File: config.mk
export PLATFORM = sky130hd
export DESIGN_NAME = uart_tx_periph
export DESIGN_NICKNAME = d
export VERILOG_FILES = /design/src/rtl/uart_tx_periph_pkg.sv /design/src/rtl/uart_tx_periph_tx_fifo.sv /design/src/rtl/uart_tx_periph.sv
export SDC_FILE = /design/constraint.sdc
export NUM_CORES = 1
export LEC_CHECK = 0
export ABC_AREA = 1
export CORE_ASPECT_RATIO = 0.6
export CORE_MARGIN = 3
export CORE_UTILIZATION = 30
export DETAILED_ROUTE_END_ITERATION = 16
export SLEW_MARGIN = 20
export SYNTH_ARGS = -nofsm -noshare
export SYNTH_HDL_FRONTEND = slang
export SYNTH_HIERARCHICAL = 1
export SYNTH_SLANG_ARGS = --single-unit
File: constraint.sdc
create_clock -name sysclk -period 3.4 [get_ports sysclk]
set_input_delay 0.34 -clock sysclk [delete_from_list [all_inputs] [get_ports sysclk]]
set_output_delay 0.34 -clock sysclk [all_outputs]
set_load 0.01 [all_outputs]
File: src/rtl/uart_tx_periph_pkg.sv
// Shared types and register map for the memory-mapped UART transmitter.
// Build option: UART_TX_PARITY_EN adds an even-parity bit to every frame.
package plm_uart_pkg;

   typedef enum logic [2:0] {
      IDLE,
      START,
      DATA,
      PARITY,
      STOP
   } tx_state_e;

   localparam logic [31:0] TXD_OFS  = 32'd0;
   localparam logic [31:0] STAT_OFS = 32'd4;

   localparam int STAT_BUSY    = 0;
   localparam int STAT_FULL    = 1;
   localparam int STAT_EMPTY   = 2;
   localparam int STAT_DONE    = 3;
   localparam int STAT_OVF     = 4;
   localparam int STAT_IE      = 5;
   localparam int STAT_PAR     = 6;
   localparam int STAT_CNT_LSB = 8;

   function automatic logic even_parity(input logic [7:0] b);
      return ^b;
   endfunction

endpackage

File: src/rtl/uart_tx_periph_tx_fifo.sv
// Synchronous byte FIFO feeding the UART serializer; read data is show-ahead.
// DEPTH must be a power of two so the pointers wrap naturally.
module tx_fifo #(
   parameter int unsigned DEPTH = 8,
   parameter int unsigned WIDTH = 8
) (
   input  logic                     sysclk,
   input  logic                     Reset_n,
   input  logic                     push,
   input  logic [WIDTH-1:0]         push_data,
   input  logic                     pop,
   output logic [WIDTH-1:0]         pop_data,
   output logic                     full,
   output logic                     empty,
   output logic [$clog2(DEPTH):0]   count
);

   localparam int unsigned AW = $clog2(DEPTH);
   localparam logic [AW:0] FULL_CNT = DEPTH[AW:0];

   logic [WIDTH-1:0] mem [DEPTH];
   logic [AW-1:0]    wr_ptr;
   logic [AW-1:0]    rd_ptr;
   logic [AW:0]      cnt_q;

   // NOTE: the storage array has no reset; validity is tracked by the count,
   // so the array can map onto plain RAM or reset-less flops.
   always_ff @(posedge sysclk) begin
      if (push) mem[wr_ptr] <= push_data;
   end

   // NOTE: non-blocking assignments so every flop samples pre-edge values.
   always_ff @(posedge sysclk) begin
      if (!Reset_n) begin
         wr_ptr <= '0;
         rd_ptr <= '0;
         cnt_q  <= '0;
      end else begin
         if (push) wr_ptr <= wr_ptr + 1'b1;
         if (pop)  rd_ptr <= rd_ptr + 1'b1;
         case ({push, pop})
            2'b10:   cnt_q <= cnt_q + 1'b1;
            2'b01:   cnt_q <= cnt_q - 1'b1;
            default: cnt_q <= cnt_q;
         endcase
      end
   end

   assign pop_data = mem[rd_ptr];
   assign full     = (cnt_q == FULL_CNT);
   assign empty    = (cnt_q == '0);
   assign count    = cnt_q;

endmodule

File: src/rtl/uart_tx_periph.sv
// Memory-mapped UART transmitter: TXD push register, STAT register, TX FIFO,
// 8N1 serializer (8E1 when UART_TX_PARITY_EN is defined) and drain interrupt.
module uart_tx_periph
   import plm_uart_pkg::*;
#(
   parameter int unsigned BAUD_DIV   = 5208,
   parameter int unsigned FIFO_DEPTH = 8,
   parameter logic [31:0] BASE_ADDR  = 32'h40000018
) (
   input  logic        sysclk,
   input  logic        Reset_n,
   input  logic        rd,
   input  logic        wr,
   input  logic [31:0] addr,
   input  logic [31:0] wdata,
   output logic [31:0] rdata,
   output logic        tx_out,
   output logic        irq
);

   localparam int unsigned CNT_W  = $clog2(FIFO_DEPTH) + 1;
   localparam int unsigned BAUD_W = (BAUD_DIV > 1) ? $clog2(BAUD_DIV) : 1;
   localparam logic [BAUD_W-1:0] BAUD_LAST = BAUD_W'(BAUD_DIV - 1);

`ifdef UART_TX_PARITY_EN
   localparam logic PARITY_FLAG = 1'b1;
   logic parity_q;
`else
   localparam logic PARITY_FLAG = 1'b0;
`endif

   tx_state_e         state_q;
   tx_state_e         state_next;
   logic [BAUD_W-1:0] baud_cnt_q;
   logic [2:0]        bit_cnt_q;
   logic [7:0]        shift_q;
   logic              tx_next;
   logic              baud_wrap;
   logic              shift_en;
   logic              set_done;
   logic              done_q;
   logic              ovf_q;
   logic              ie_q;

   logic              fifo_push;
   logic              fifo_pop;
   logic              fifo_full;
   logic              fifo_empty;
   logic [7:0]        fifo_data;
   logic [CNT_W-1:0]  fifo_count;

   logic              sel_txd;
   logic              sel_stat;
   logic              txd_wr;
   logic              stat_wr;
   logic [31:0]       stat_word;
   logic              unused_wdata;

   assign sel_txd  = (addr == BASE_ADDR + TXD_OFS);
   assign sel_stat = (addr == BASE_ADDR + STAT_OFS);
   assign txd_wr   = wr & sel_txd;
   assign stat_wr  = wr & sel_stat;

   // A full FIFO still accepts the byte when the serializer frees a slot this edge.
   assign fifo_push = txd_wr & (~fifo_full | fifo_pop);

   assign unused_wdata = ^wdata[31:8];

   tx_fifo #(
      .DEPTH (FIFO_DEPTH),
      .WIDTH (8)
   ) u_fifo (
      .sysclk    (sysclk),
      .Reset_n   (Reset_n),
      .push      (fifo_push),
      .push_data (wdata[7:0]),
      .pop       (fifo_pop),
      .pop_data  (fifo_data),
      .full      (fifo_full),
      .empty     (fifo_empty),
      .count     (fifo_count)
   );

   assign baud_wrap = (baud_cnt_q == BAUD_LAST);

   // NOTE: every output of this block gets a default first, so no latches are inferred.
   always_comb begin
      state_next = state_q;
      tx_next    = tx_out;
      fifo_pop   = 1'b0;
      shift_en   = 1'b0;
      set_done   = 1'b0;
      case (state_q)
         IDLE: begin
            if (!fifo_empty) begin
               fifo_pop   = 1'b1;
               state_next = START;
               tx_next    = 1'b0;
            end
         end
         START: begin
            if (baud_wrap) begin
               state_next = DATA;
               tx_next    = shift_q[0];
               shift_en   = 1'b1;
            end
         end
         DATA: begin
            if (baud_wrap) begin
               if (bit_cnt_q == 3'd7) begin
`ifdef UART_TX_PARITY_EN
                  state_next = PARITY;
                  tx_next    = parity_q;
`else
                  state_next = STOP;
                  tx_next    = 1'b1;
`endif
               end else begin
                  tx_next  = shift_q[0];
                  shift_en = 1'b1;
               end
            end
         end
         PARITY: begin
            if (baud_wrap) begin
               state_next = STOP;
               tx_next    = 1'b1;
            end
         end
         STOP: begin
            if (baud_wrap) begin
               // Chain straight into the next start bit so frames have no idle gap.
               if (!fifo_empty) begin
                  fifo_pop   = 1'b1;
                  state_next = START;
                  tx_next    = 1'b0;
               end else begin
                  state_next = IDLE;
                  set_done   = 1'b1;
               end
            end
         end
         default: begin
            state_next = IDLE;
            tx_next    = 1'b1;
         end
      endcase
   end

   always_ff @(posedge sysclk) begin
      if (!Reset_n) begin
         state_q <= IDLE;
         tx_out  <= 1'b1;
      end else begin
         state_q <= state_next;
         tx_out  <= tx_next;
      end
   end

   always_ff @(posedge sysclk) begin
      if (!Reset_n) begin
         baud_cnt_q <= '0;
         bit_cnt_q  <= '0;
         shift_q    <= '0;
      end else begin
         if (state_q == IDLE || baud_wrap) baud_cnt_q <= '0;
         else                              baud_cnt_q <= baud_cnt_q + 1'b1;

         if (fifo_pop) begin
            shift_q   <= fifo_data;
            bit_cnt_q <= '0;
         end else begin
            if (shift_en) shift_q <= {1'b0, shift_q[7:1]};
            if (state_q == DATA && baud_wrap) bit_cnt_q <= bit_cnt_q + 1'b1;
         end
      end
   end

`ifdef UART_TX_PARITY_EN
   always_ff @(posedge sysclk) begin
      if (!Reset_n)      parity_q <= 1'b0;
      else if (fifo_pop) parity_q <= even_parity(fifo_data);
   end
`endif

   // The FSM setting done wins over a simultaneous write-1-clear.
   always_ff @(posedge sysclk) begin
      if (!Reset_n) begin
         done_q <= 1'b0;
         ovf_q  <= 1'b0;
         ie_q   <= 1'b0;
         irq    <= 1'b0;
      end else begin
         irq <= ie_q & done_q;
         if (stat_wr) ie_q <= wdata[STAT_IE];

         if (set_done)                       done_q <= 1'b1;
         else if (stat_wr && wdata[STAT_DONE]) done_q <= 1'b0;

         if (txd_wr && fifo_full && !fifo_pop) ovf_q <= 1'b1;
         else if (stat_wr && wdata[STAT_OVF])  ovf_q <= 1'b0;
      end
   end

   always_comb begin
      stat_word                           = '0;
      stat_word[STAT_BUSY]                = (state_q != IDLE);
      stat_word[STAT_FULL]                = fifo_full;
      stat_word[STAT_EMPTY]               = fifo_empty;
      stat_word[STAT_DONE]                = done_q;
      stat_word[STAT_OVF]                 = ovf_q;
      stat_word[STAT_IE]                  = ie_q;
      stat_word[STAT_PAR]                 = PARITY_FLAG;
      stat_word[STAT_CNT_LSB +: CNT_W]    = fifo_count;
      rdata = (rd && sel_stat) ? stat_word : 32'h0;
   end

endmodule

==> flow_summary.ini <==
[power_and_ir_drop]
ir_drop_mv = 0.269
p_sw_mw = 1.34
swShare = 0.338
p_leak_nw = 2.25
power_frac_seq = 0.411
power_frac_clock = 0.274
pwr_density_cell_nw_per_um2 = 636
p_int_mw = 2.62
combPwrFrac = 0.316

[timing]
rsz0062_at_grt = no
setup_slack_ns = 0.515
slew_violations = 0
final_hold_viol_count = 0
fin_crit_sh = 0.849
max_slew.worst_pin.slew_ns = 1.06
setup_violations = 0
clock_skew_ns = 0.00744
maxSlewHeadroom = 0.292
timing.final.crit_period_ns = 2.88
hold_ws_ns = 0.458
finalSetupTns_ns = 0
max_freq_mhz = 347

[global_route]
grt_pass1_vias = 3553
grt_max_degree = 33
grt_pass1_wl_mm = 17.6
gr-usage-met1 = 0.171
grt.busiest_layer = met1
track_usage = 0.117
grt_overflow = 0
grt_use_met3 = 0.0312
grt_antenna_before_repair = 0
met2_usage = 0.168

[clock_tree]
cts_buffer_depth = 2
clkSinkCount = 109
cts.repair.resized = 0
cts_tree = done
cts_hold_buf = 0
post-cts-setup-buffers = 0
clk_latency_ns = 0.34
numCtsBuffers = 9
cts_htree_levels = 3
path_clk_slew_ns = 0.06
cts_root_buffer = clkbuf_16

[floorplanning]
io_pins = 102
dieHeight_um = 108
initial_utilization = 0.314
fp.dieW_um = 176
coreArea_um2 = 16600
dieArea_um2 = 19000
num_rows = 36

[route]
vias = 3790
routed_wl_mm = 10.7
wl_per_cell_um = 12.4
drc = 0
first_pass_iters = 5
ant_nets = 0
vias_per_cell = 4.37
initialDrtViolationCount = 204

[final_layout]
stdcell_count = 868
final_cell_mix = nand2_1, nor2_1, edfxtp_1
area_growth_pct = 19.6
diodes = 0
nets = 711
final_common_cell = nand2_1
drive_gt1_frac = 0.0828
nFillCells = 1736

[worst_setup_path]
worstSetupEndpointType = output pin
crit_type = in2out
reg2reg_depth = 17
required_ns = 3.06
cp_max_fo = 10
reg2reg_from = baud_cnt_q[0]
r2r_slack_ns = 0.52
cp.arrival_ns = 2.54
startpoint_type = input pin
r2r-end = u_fifo/count[2]

[placement]
hpwl_mm = 7.68
gp_congestion = 0.805
post-place-cells = 852
place_ws_ns = 0.453
port_buffers = 55

[hold_path]
worstHoldStart = done_q
hold_depth = 2
hold_class = reg2reg
hold_path_end = irq

[synth]
synth-simple-area-share = 0.231
syn_inst = 573
synthXorXnorAreaFrac = 0.0118
syn_area_um2 = 5200
synth_top_family_by_area = simple AND/OR/NAND/NOR gates
synth-seq-cells = 109
synthTopCellsByArea = edfxtp_1, dfxtp_1, nand2_1
synth_top_area_share = 0.370
synth_warnings = 6
synth_mux_area_frac = 0.0154
avgSynthCellArea_um2 = 9.07
ys_seq_area_frac = 0.543
synth-compound-area-share = 0.0874
yosysTopAreaCell = edfxtp_1
synthAdderAreaFrac = 0.0193
synth_cell_type_count = 38

[run]
maxCapViolCount = 0

[run_status]
status = completed
[Yosys cell counts (all sizes together)]
cell type and n:
nand2 105, nor2 100, edfxtp 64, inv 47, dfxtp 45, o21ai 45
nand3 35, buf 34, a21oi 32, nand3b 9, nor3 9, ha 8
mux2i 8, o22ai 8, xnor2 4, clkinv 3, nand4 3, nor3b 3
xor2 3, clkbuf 2, or2 2, a21boi 1, conb 1, nor4 1
o211ai 1
[critical path: stages]
cell and delay, ns:
clkdlybuf4s50_1 0.40, nor2_1 0.10, nand2_1 0.06, nor2_1 0.17
nand2_1 0.07, nor2_1 0.31, nand2_1 0.32, nor2_1 0.17
clkdlybuf4s50_1 0.60
[final cells by class]
| cell class | instances | area [µm²] | share of cell area |
|---|---|---|---|
| Sequential cell | 109 | 2820 | 0.454 |
| Multi-Input combinational cell | 399 | 1980 | 0.318 |
| Timing Repair Buffer | 66 | 633 | 0.102 |
| Tap cell | 228 | 285 | 0.0459 |
| Clock buffer | 12 | 236 | 0.0380 |
| Inverter | 50 | 190 | 0.0306 |
| Clock inverter | 4 | 72.6 | 0.0117 |
[how the worst max path moves through the flow]
stage,startpoint,to,slack [ns]
finish,addr[15],rdata[1],0.52
floorplan,baud_cnt_q[0],u_fifo/mem[4][0],0.80
global route,baud_cnt_q[0],u_fifo/count[2],0.12
detailed placement,wr,u_fifo/count[2],0.45
CTS,baud_cnt_q[0],u_fifo/count[2],0.49
global placement,wr,u_fifo/count[2],0.50
[per-layer routing]
metal  vias to the layer above  part of all wire
met3                        11             0.071
li1                       1994                 -
met4                         0             0.013
met5                         -                 0
met1                      1695              0.52
met2                        90              0.39
[registers in the layout, indices dropped and copies added, names as in the netlist, named ones only]
signal	cells
ie_q	1
u_fifo/rd_ptr	3
state_q	3
u_fifo/mem	64
shift_q	8
ovf_q	1
done_q	1
baud_cnt_q	13
tx_out	1
u_fifo/wr_ptr	3
u_fifo/count	4
bit_cnt_q	3
irq	1
[through the flow]
stage                     cell area [µm²]   util  total power [mW]
after CTS                            6220  0.375              3.99
after global routing                 6220  0.375              4.25
after floorplan                      5280      -              2.67
after global placement               5910  0.357              2.89
after detailed placement             5910  0.357              2.90
final                                6220  0.375              3.96
[logic make-up after synthesis]
group / Yosys count
AOI/OAI and AO/OA: 87
xor gates and xnor gates: 7
adders and majority gates: 8
buffers and inverters: 86
DFF: 109
muxes: 8
other: 1
and+or+nand+nor: 267
[power groups by stage]
stage,Combinational (mW),Sequential [mW],Clock (mW)
final,1.25,1.62,1.08
after global routing,1.45,1.65,1.16
after CTS,1.25,1.63,1.11
after detailed placement,1.25,1.65,0
after global placement,1.24,1.65,0
after floorplan,1.07,1.60,0
(Power assumes the default switching activity.)
